`src/rtl/instruction_decode_pkg.sv`:
```
// Shared LEGv8 decode constants, ALU encodings and the ID/EX payload layout.
package instruction_decode_pkg;

  localparam int unsigned XLEN     = 64;
  localparam int unsigned INSTR_W  = 32;
  localparam int unsigned REG_AW   = 5;
  localparam int unsigned NUM_REGS = 32;
  localparam int unsigned ALUOP_W  = 4;

  localparam logic [REG_AW-1:0] XZR = 5'd31;

  localparam logic [10:0] OP_ADD  = 11'b10001011000;
  localparam logic [10:0] OP_SUB  = 11'b11001011000;
  localparam logic [10:0] OP_AND  = 11'b10001010000;
  localparam logic [10:0] OP_ORR  = 11'b10101010000;
  localparam logic [10:0] OP_LDUR = 11'b11111000010;
  localparam logic [10:0] OP_STUR = 11'b11111000000;
  localparam logic [9:0]  OP_ADDI = 10'b1001000100;
  localparam logic [9:0]  OP_SUBI = 10'b1101000100;
  localparam logic [7:0]  OP_CBZ  = 8'b10110100;
  localparam logic [5:0]  OP_B    = 6'b000101;

  typedef enum logic [ALUOP_W-1:0] {
    ALU_AND   = 4'b0000,
    ALU_ORR   = 4'b0001,
    ALU_ADD   = 4'b0010,
    ALU_SUB   = 4'b0110,
    ALU_PASSB = 4'b0111
  } aluop_e;

  typedef struct packed {
    logic regwrite;
    logic memread;
    logic memwrite;
    logic branch;
    logic uncond;
    logic alusrc;
    logic illegal;
  } ctrl_t;

  typedef struct packed {
    logic [XLEN-1:0]   pc;
    logic [XLEN-1:0]   rdata1;
    logic [XLEN-1:0]   rdata2;
    logic [XLEN-1:0]   imm;
    logic [REG_AW-1:0] rd;
    aluop_e            aluop;
    ctrl_t             ctrl;
  } idex_t;

endpackage

```
`src/rtl/register_file.sv`:
```
// 32x64 register file: two combinational read ports, one write port, X31 reads as zero.
module register_file
  import instruction_decode_pkg::*;
#(
  parameter bit BYPASS = 1'b1
) (
  input  logic              clk,
  input  logic              resetl,
  input  logic [REG_AW-1:0] i_raddr1,
  input  logic [REG_AW-1:0] i_raddr2,
  input  logic              i_we,
  input  logic [REG_AW-1:0] i_waddr,
  input  logic [XLEN-1:0]   i_wdata,
  output logic [XLEN-1:0]   o_rdata1_c,
  output logic [XLEN-1:0]   o_rdata2_c
);

  logic [XLEN-1:0] r_regs [NUM_REGS];

  always_ff @(posedge clk or negedge resetl) begin
    if (!resetl) begin
      for (int i = 0; i < NUM_REGS; i++) r_regs[i] <= '0;
    end else if (i_we && (i_waddr != XZR)) begin
      r_regs[i_waddr] <= i_wdata;
    end
  end

  // Same-cycle write-back forwarding; X31 always wins as zero.
  always_comb begin
    o_rdata1_c = r_regs[i_raddr1];
    if (i_raddr1 == XZR)                              o_rdata1_c = '0;
    else if (BYPASS && i_we && (i_waddr == i_raddr1)) o_rdata1_c = i_wdata;
  end

  always_comb begin
    o_rdata2_c = r_regs[i_raddr2];
    if (i_raddr2 == XZR)                              o_rdata2_c = '0;
    else if (BYPASS && i_we && (i_waddr == i_raddr2)) o_rdata2_c = i_wdata;
  end

endmodule

```
`src/rtl/instruction_decode.sv`:
```
// LEGv8 ID stage: decode, register read, load-use hazard detection and the ID/EX register.
module instruction_decode
  import instruction_decode_pkg::*;
#(
  parameter bit WB_BYPASS = 1'b1
) (
  input  logic               clk,
  input  logic               resetl,
  input  logic [INSTR_W-1:0] instruction_ID,
  input  logic [XLEN-1:0]    pc_ID,
  input  logic               flush,
  input  logic               wb_we,
  input  logic [REG_AW-1:0]  wb_rd,
  input  logic [XLEN-1:0]    wb_data,
  output logic               pc_stall,
  output logic [XLEN-1:0]    pc_EX,
  output logic [XLEN-1:0]    rdata1_EX,
  output logic [XLEN-1:0]    rdata2_EX,
  output logic [XLEN-1:0]    imm_EX,
  output logic [REG_AW-1:0]  rd_EX,
  output logic [ALUOP_W-1:0] aluop_EX,
  output logic               regwrite_EX,
  output logic               memread_EX,
  output logic               memwrite_EX,
  output logic               branch_EX,
  output logic               uncond_EX,
  output logic               alusrc_EX,
  output logic               illegal_EX
);

  logic [10:0]       w_op11;
  logic [9:0]        w_op10;
  logic [7:0]        w_op8;
  logic [5:0]        w_op6;
  logic [REG_AW-1:0] w_rn;
  logic [REG_AW-1:0] w_rm;
  logic [REG_AW-1:0] w_rt;
  logic [REG_AW-1:0] w_r2;
  ctrl_t             w_ctrl;
  aluop_e            w_aluop;
  logic [XLEN-1:0]   w_imm;
  logic [REG_AW-1:0] w_rd;
  logic              w_use_rn;
  logic              w_use_r2;
  logic              w_r2_rt;
  logic              w_legal;
  logic              w_hazard;
  logic [XLEN-1:0]   w_rdata1;
  logic [XLEN-1:0]   w_rdata2;
  idex_t             w_next;
  idex_t             r_idex;

  assign w_op11 = instruction_ID[31:21];
  assign w_op10 = instruction_ID[31:22];
  assign w_op8  = instruction_ID[31:24];
  assign w_op6  = instruction_ID[31:26];
  assign w_rn   = instruction_ID[9:5];
  assign w_rm   = instruction_ID[20:16];
  assign w_rt   = instruction_ID[4:0];
  assign w_r2   = w_r2_rt ? w_rt : w_rm;

  // Opcode decode; instructions with no destination report XZR as rd.
  always_comb begin
    w_ctrl   = '0;
    w_aluop  = ALU_AND;
    w_imm    = '0;
    w_rd     = XZR;
    w_use_rn = 1'b0;
    w_use_r2 = 1'b0;
    w_r2_rt  = 1'b0;
    w_legal  = 1'b1;
    if ((w_op11 == OP_ADD) || (w_op11 == OP_SUB) ||
        (w_op11 == OP_AND) || (w_op11 == OP_ORR)) begin
      w_ctrl.regwrite = 1'b1;
      w_rd            = w_rt;
      w_use_rn        = 1'b1;
      w_use_r2        = 1'b1;
      case (w_op11)
        OP_SUB:  w_aluop = ALU_SUB;
        OP_AND:  w_aluop = ALU_AND;
        OP_ORR:  w_aluop = ALU_ORR;
        default: w_aluop = ALU_ADD;
      endcase
    end else if (w_op11 == OP_LDUR) begin
      w_ctrl.regwrite = 1'b1;
      w_ctrl.memread  = 1'b1;
      w_ctrl.alusrc   = 1'b1;
      w_aluop         = ALU_ADD;
      w_imm           = XLEN'($signed(instruction_ID[20:12]));
      w_rd            = w_rt;
      w_use_rn        = 1'b1;
    end else if (w_op11 == OP_STUR) begin
      w_ctrl.memwrite = 1'b1;
      w_ctrl.alusrc   = 1'b1;
      w_aluop         = ALU_ADD;
      w_imm           = XLEN'($signed(instruction_ID[20:12]));
      w_use_rn        = 1'b1;
      w_use_r2        = 1'b1;
      w_r2_rt         = 1'b1;
    end else if ((w_op10 == OP_ADDI) || (w_op10 == OP_SUBI)) begin
      w_ctrl.regwrite = 1'b1;
      w_ctrl.alusrc   = 1'b1;
      w_aluop         = (w_op10 == OP_SUBI) ? ALU_SUB : ALU_ADD;
      w_imm           = XLEN'(instruction_ID[21:10]);
      w_rd            = w_rt;
      w_use_rn        = 1'b1;
    end else if (w_op8 == OP_CBZ) begin
      w_ctrl.branch = 1'b1;
      w_aluop       = ALU_PASSB;
      w_imm         = XLEN'($signed(instruction_ID[23:5])) << 2;
      w_use_r2      = 1'b1;
      w_r2_rt       = 1'b1;
    end else if (w_op6 == OP_B) begin
      w_ctrl.uncond = 1'b1;
      w_imm         = XLEN'($signed(instruction_ID[25:0])) << 2;
    end else begin
      w_legal = 1'b0;
    end
  end

  register_file #(
    .BYPASS (WB_BYPASS)
  ) u_register_file (
    .clk        (clk),
    .resetl     (resetl),
    .i_raddr1   (w_rn),
    .i_raddr2   (w_r2),
    .i_we       (wb_we),
    .i_waddr    (wb_rd),
    .i_wdata    (wb_data),
    .o_rdata1_c (w_rdata1),
    .o_rdata2_c (w_rdata2)
  );

  // Load-use: only sources the instruction actually reads can trigger a stall.
  assign w_hazard = r_idex.ctrl.memread && (r_idex.rd != XZR) &&
                    ((w_use_rn && (w_rn == r_idex.rd)) || (w_use_r2 && (w_r2 == r_idex.rd)));
  assign pc_stall = w_hazard && !flush;

  always_comb begin
    w_next    = '0;
    w_next.rd = XZR;
    if (flush || pc_stall) begin
      w_next.rd = XZR;
    end else if (!w_legal) begin
      w_next.pc           = pc_ID;
      w_next.ctrl.illegal = 1'b1;
    end else begin
      w_next.pc     = pc_ID;
      w_next.rdata1 = w_rdata1;
      w_next.rdata2 = w_rdata2;
      w_next.imm    = w_imm;
      w_next.rd     = w_rd;
      w_next.aluop  = w_aluop;
      w_next.ctrl   = w_ctrl;
    end
  end

  always_ff @(posedge clk or negedge resetl) begin
    if (!resetl) r_idex <= '0;
    else         r_idex <= w_next;
  end

  assign pc_EX       = r_idex.pc;
  assign rdata1_EX   = r_idex.rdata1;
  assign rdata2_EX   = r_idex.rdata2;
  assign imm_EX      = r_idex.imm;
  assign rd_EX       = r_idex.rd;
  assign aluop_EX    = r_idex.aluop;
  assign regwrite_EX = r_idex.ctrl.regwrite;
  assign memread_EX  = r_idex.ctrl.memread;
  assign memwrite_EX = r_idex.ctrl.memwrite;
  assign branch_EX   = r_idex.ctrl.branch;
  assign uncond_EX   = r_idex.ctrl.uncond;
  assign alusrc_EX   = r_idex.ctrl.alusrc;
  assign illegal_EX  = r_idex.ctrl.illegal;

endmodule

```
`config.mk`:
```
export PLATFORM = sky130hd
export DESIGN_NAME = instruction_decode
export DESIGN_NICKNAME = d
export VERILOG_FILES = /design/src/rtl/instruction_decode_pkg.sv /design/src/rtl/register_file.sv /design/src/rtl/instruction_decode.sv
export SDC_FILE = /design/constraint.sdc
export NUM_CORES = 2
export LEC_CHECK = 0
export BUFFER_PORTS_ARGS = -buffer_cell sky130_fd_sc_hd__clkbuf_2
export CAP_MARGIN = 20
export CELL_PAD_IN_SITES_DETAIL_PLACEMENT = 0
export CELL_PAD_IN_SITES_GLOBAL_PLACEMENT = 1
export CORE_ASPECT_RATIO = 0.9
export CORE_UTILIZATION = 43
export DETAILED_ROUTE_END_ITERATION = 6
export GPL_ROUTABILITY_DRIVEN = 0
export PLACE_DENSITY = 0.67
export SETUP_SLACK_MARGIN = 0.02
export SLEW_MARGIN = 5
export SYNTH_ARGS = -nofsm -noshare
export SYNTH_HDL_FRONTEND = slang
export SYNTH_SLANG_ARGS = --single-unit
```
`constraint.sdc`:
```
create_clock -name clk -period 3.1 [get_ports clk]
set_input_delay 0.31 -clock clk [delete_from_list [all_inputs] [get_ports clk]]
set_output_delay 0.31 -clock clk [all_outputs]
set_load 0.005 [all_outputs]
```
==> key figures <==
Outcome
  – Run status: finished clean

Yosys
  – Largest family of logic cells by synthesized area: multiplexers
  – Synthesis Warnings: 0
  – Mux contribution to synthesized area: 0.347
  – FF+latch count, synth: 2,283
  – Synthesized instance count: 9,163
  – Distinct cell type count after synthesis: 80
  – Primary FF master, synth: dfrtp_1
  – Xor-xnor portion of the synthesized cell area: 0.000870
  – Ys async rst share: 1.00
  – EDFF count, synth: 0
  – Part of the Yosys area used for sequential elements: 0.473
  – Syn_nets: 9,332
  – Average size of a mapped cell: 13.2 sq um
  – Synth Area in Adders: 0
  – Synth Cell Area: 0.121 sq mm
  – Simple-gate share of the synthesized area: 0.0553
  – Post-synthesis compound-gate area fraction: 0.0815

Drt
  – Routed len/inst: 33.4 microns
  – Final WL: 457 mm
  – Vias: 90.4k
  – Drt drc: 0
  – Routed Antenna Nets: 0
  – Via density per instance: 6.60
  – Iter 0 DRT Violations: 9,619
  – DRT Pass-1 Iters: 6

Finish
  – Layout cell share with drive strength beyond 1: 0.458
  – Fillers: 23.3k
  – Non-Filler Instances: 13.7k
  – Number of nets in the layout: 9,942
  – Syn-to-layout area delta: 19.3%
  – Fin util: 0.516

Clocking
  – Root buffer cell: clkbuf_16
  – CTS tree: yes
  – H-tree depth: 5
  – Clk sink count: 2,283
  – Clk_lat worst skew: 0.88 ns
  – TritonCTS buffer count: 268
  – Worst-path clk slew: 0.06 ns
  – Clock Tree Buf Depth: 4

Pwr
  – LEAKAGE: 63.7 nW
  – Internal: 63.7 mW
  – Pwr dens: 613 mW/mm^2
  – Switch Pwr: 24.7 mW
  – Combinational share of power: 0.197
  – Clock power share: 0.363
  – Sw Ratio: 0.279
  – VDD IR max: 0.454 mV
  – Sequential Power Share: 0.440
  – Total power: 88.3 mW

Floorplanning
  – Starting Density: 0.433
  – IO Pins: 442
  – Core footprint: 0.279 sq mm
  – Chip width: 561 microns
  – Die ar.: 0.283 sq mm
  – Die height: 505 microns
  – Rows: 184

Timing
  – Tcrit/Tclk final: 0.979
  – Fin. max-slew vios: 0
  – Hold slack: 0.0346 ns
  – Slew at the pin closest to its max-slew limit: 0.982 ns
  – Clock skew: 0.0431 ns
  – Final hold violation count: 0
  – Post-route minimum period: 3.03 ns
  – Setup TNS: 0 ns
  – Fmax: 330 MHz
  – Max_slew headroom: 0.336
  – Final setup viols: 0

Worst setup path
  – Crit path required time: 2.79 ns
  – CP max stage cell: dlygate4sd3_1
  – CP Class: in -> out
  – Crit path capture type: primary output
  – CP delay by family, top: buffers and inverters
  – CP Max Fanout: 4
  – CP Launch Type: input pin
  – Worst path arrival time: 2.72 ns
  – Crit-path cells: clkbuf_2 -> dlygate4sd3_1 -> nand4bb_1 -> nand4b_1 -> buf_4 -> o21ai_0 -> o22ai_1 -> a21oi_1 -> buf_4 -> a21bo_2 -> and3_1 -> clkbuf_2
  – CP Buf/Inv Count: 5
  – Peak per-stage delay on the critical path: 0.60 ns

Global routing
  – Vias in the first global route: 91.4k
  – Met3 usage: 0.0675
  – First-pass GRT wire length: 666 mm
  – Grt met2 use: 0.481
  – GRT met1 Usage: 0.452
  – Global routing's busiest layer: met2
  – Total Routing Usage GR: 0.320
  – Initial antenna violation count: 35
  – Total congestion overflow: 0
  – Largest net degree at the start of global routing: 116

Placed design
  – HPWL after DPL: 289 mm
  – Placed cells: 13.1k
  – Port bufs: 440

Hold path
  – HP Class: in -> reg

Flow run
  – MaxCap Viol Count: 0
-- path summary, 6_finish.rpt --
check	to	startpoint	slack, ns	cells after the start
setup / recovery	pc_stall	instruction_ID[25]	0.07	12
hold / removal	imm_EX[13]	instruction_ID[11]	0.03	3
setup reg to reg	imm_EX[17]	rd_EX[1]	0.22	8
hold reg to reg	u_register_file.r_regs[44]	u_register_file.r_regs[44]	0.40	0
max in group asynchronous	u_register_file.r_regs[647]	resetl	1.73	4
min in group asynchronous	u_register_file.r_regs[1223]	resetl	0.23	3
-- cells in the final DEF, fill, tap and decap left out, drive strengths merged, types with 9 or more instances in the layout --
master and count:
dfrtp 2283, mux2 1974, buf 924, clkbuf 825, mux4 730, nand2 519
a211oi 367, mux2i 329, and3 222, a221oi 178, o21ai 168, nand3 147
nor2 132, inv 124, a41oi 117, nor3 103, dlygate4sd3 101, a311oi 81
and2 68, a22oi 56, a221o 54, a31oi 54, o221ai 44, or4b 44
clkinv 43, a21oi 35, a2111oi 29, nor4 23, o311ai 19, or4 18
o22ai 17, nor3b 15, diode 12, bufinv 11, o21a 10, a311o 9
-- worst register-to-register path, stage by stage, from the launching register on --
cell and delay, ns:
dfrtp_1 0.47, or3_1 0.45, a2111oi_2 0.43, a21oi_1 0.20, buf_4 0.22, nand2_1 0.21
buf_4 0.18, a21oi_1 0.04, dlygate4sd3_1 0.56
-- synth_stat cells (68+ instances only) --
master	count	area, sq um
a211oi_1	367	2760
a221oi_1	164	1440
a311oi_1	80	701
a41oi_1	117	1020
and2_1	68	425
and3_1	222	1390
buf_2	149	746
clkbuf_1	856	3210
dfrtp_1	2283	57100
inv_1	114	428
mux2_2	1974	22200
mux2i_1	329	3290
mux4_2	730	16400
nand2_1	517	1940
nand3_1	146	731
nor2_1	132	495
nor3_1	103	515
o21ai_0	160	801
-- through the flow --
step / area, sq um / setup WS, ns
3_3_place_gp: 134000 / -0.758
4_1_cts: 144000 / 0.0733
2_1_floorplan: 121000 / 0.0365
3_5_place_dp: 134000 / -0.815
6_report: 144000 / 0.0663
5_1_grt: 144000 / -0.0174
-- repair_timing --
item | in CTS | in global routing
endpoints found under the hold margin | 845 | 0
setup buffers | 1 | 3
pin swaps | 1 | 1
resized for setup | 0 | 3
setup endpoints to repair | 1 | 3
hold buffers | 101 | 0
-- layer usage --
metal / vias up / wire, microns
met5: - / 113
met1: 48100 / 192000
met2: 4935 / 204000
met3: 1020 / 40900
met4: 18 / 20200
li1: 36300 / -
-- kinds of logic (layout without fill, tap and decap cells) --
logic type	Yosys count	after routing
AO/OA/AOI/OAI	1269	1269
XOR/XNOR	12	12
buffers and inverters	1233	2031
flip-flops	2283	2283
multiplexers	3033	3033
other	1	13
AND/OR/NAND/NOR	1332	1332
-- power by group through the flow --
stage	Sequential, mW	Clock (mW)	Combinational, mW
6_report	38.9	32.1	17.4
5_1_grt	39.5	33.6	18.6
4_1_cts	38.7	32.5	17.3
3_5_place_dp	39.2	0	17.1
3_3_place_gp	38.8	0	16.8
2_1_floorplan	37.8	0	12.1
-- state kept, by name, indices dropped and copies added (netlist names) --
signal	cells
rd_EX	5
regwrite_EX	1
aluop_EX	3
alusrc_EX	1
rdata2_EX	64
memread_EX	1
imm_EX	28
uncond_EX	1
pc_EX	64
rdata1_EX	64
branch_EX	1
memwrite_EX	1
u_register_file.r_regs	2048
illegal_EX	1
-- cell type report --
type | instances | area [sq um] | share of cell area
multi-input combinational | 5647 | 59100 | 0.410
antenna | 12 | 30.0 | 0.000208
clock buffer | 391 | 8000 | 0.0555
tap | 3720 | 4650 | 0.0323
clock inverter | 67 | 727 | 0.00505
timing repair buffer | 1459 | 14000 | 0.0969
inverter | 114 | 428 | 0.00297
sequential | 2283 | 57100 | 0.397
No activity file was read; power rests on OpenSTA's default activity.
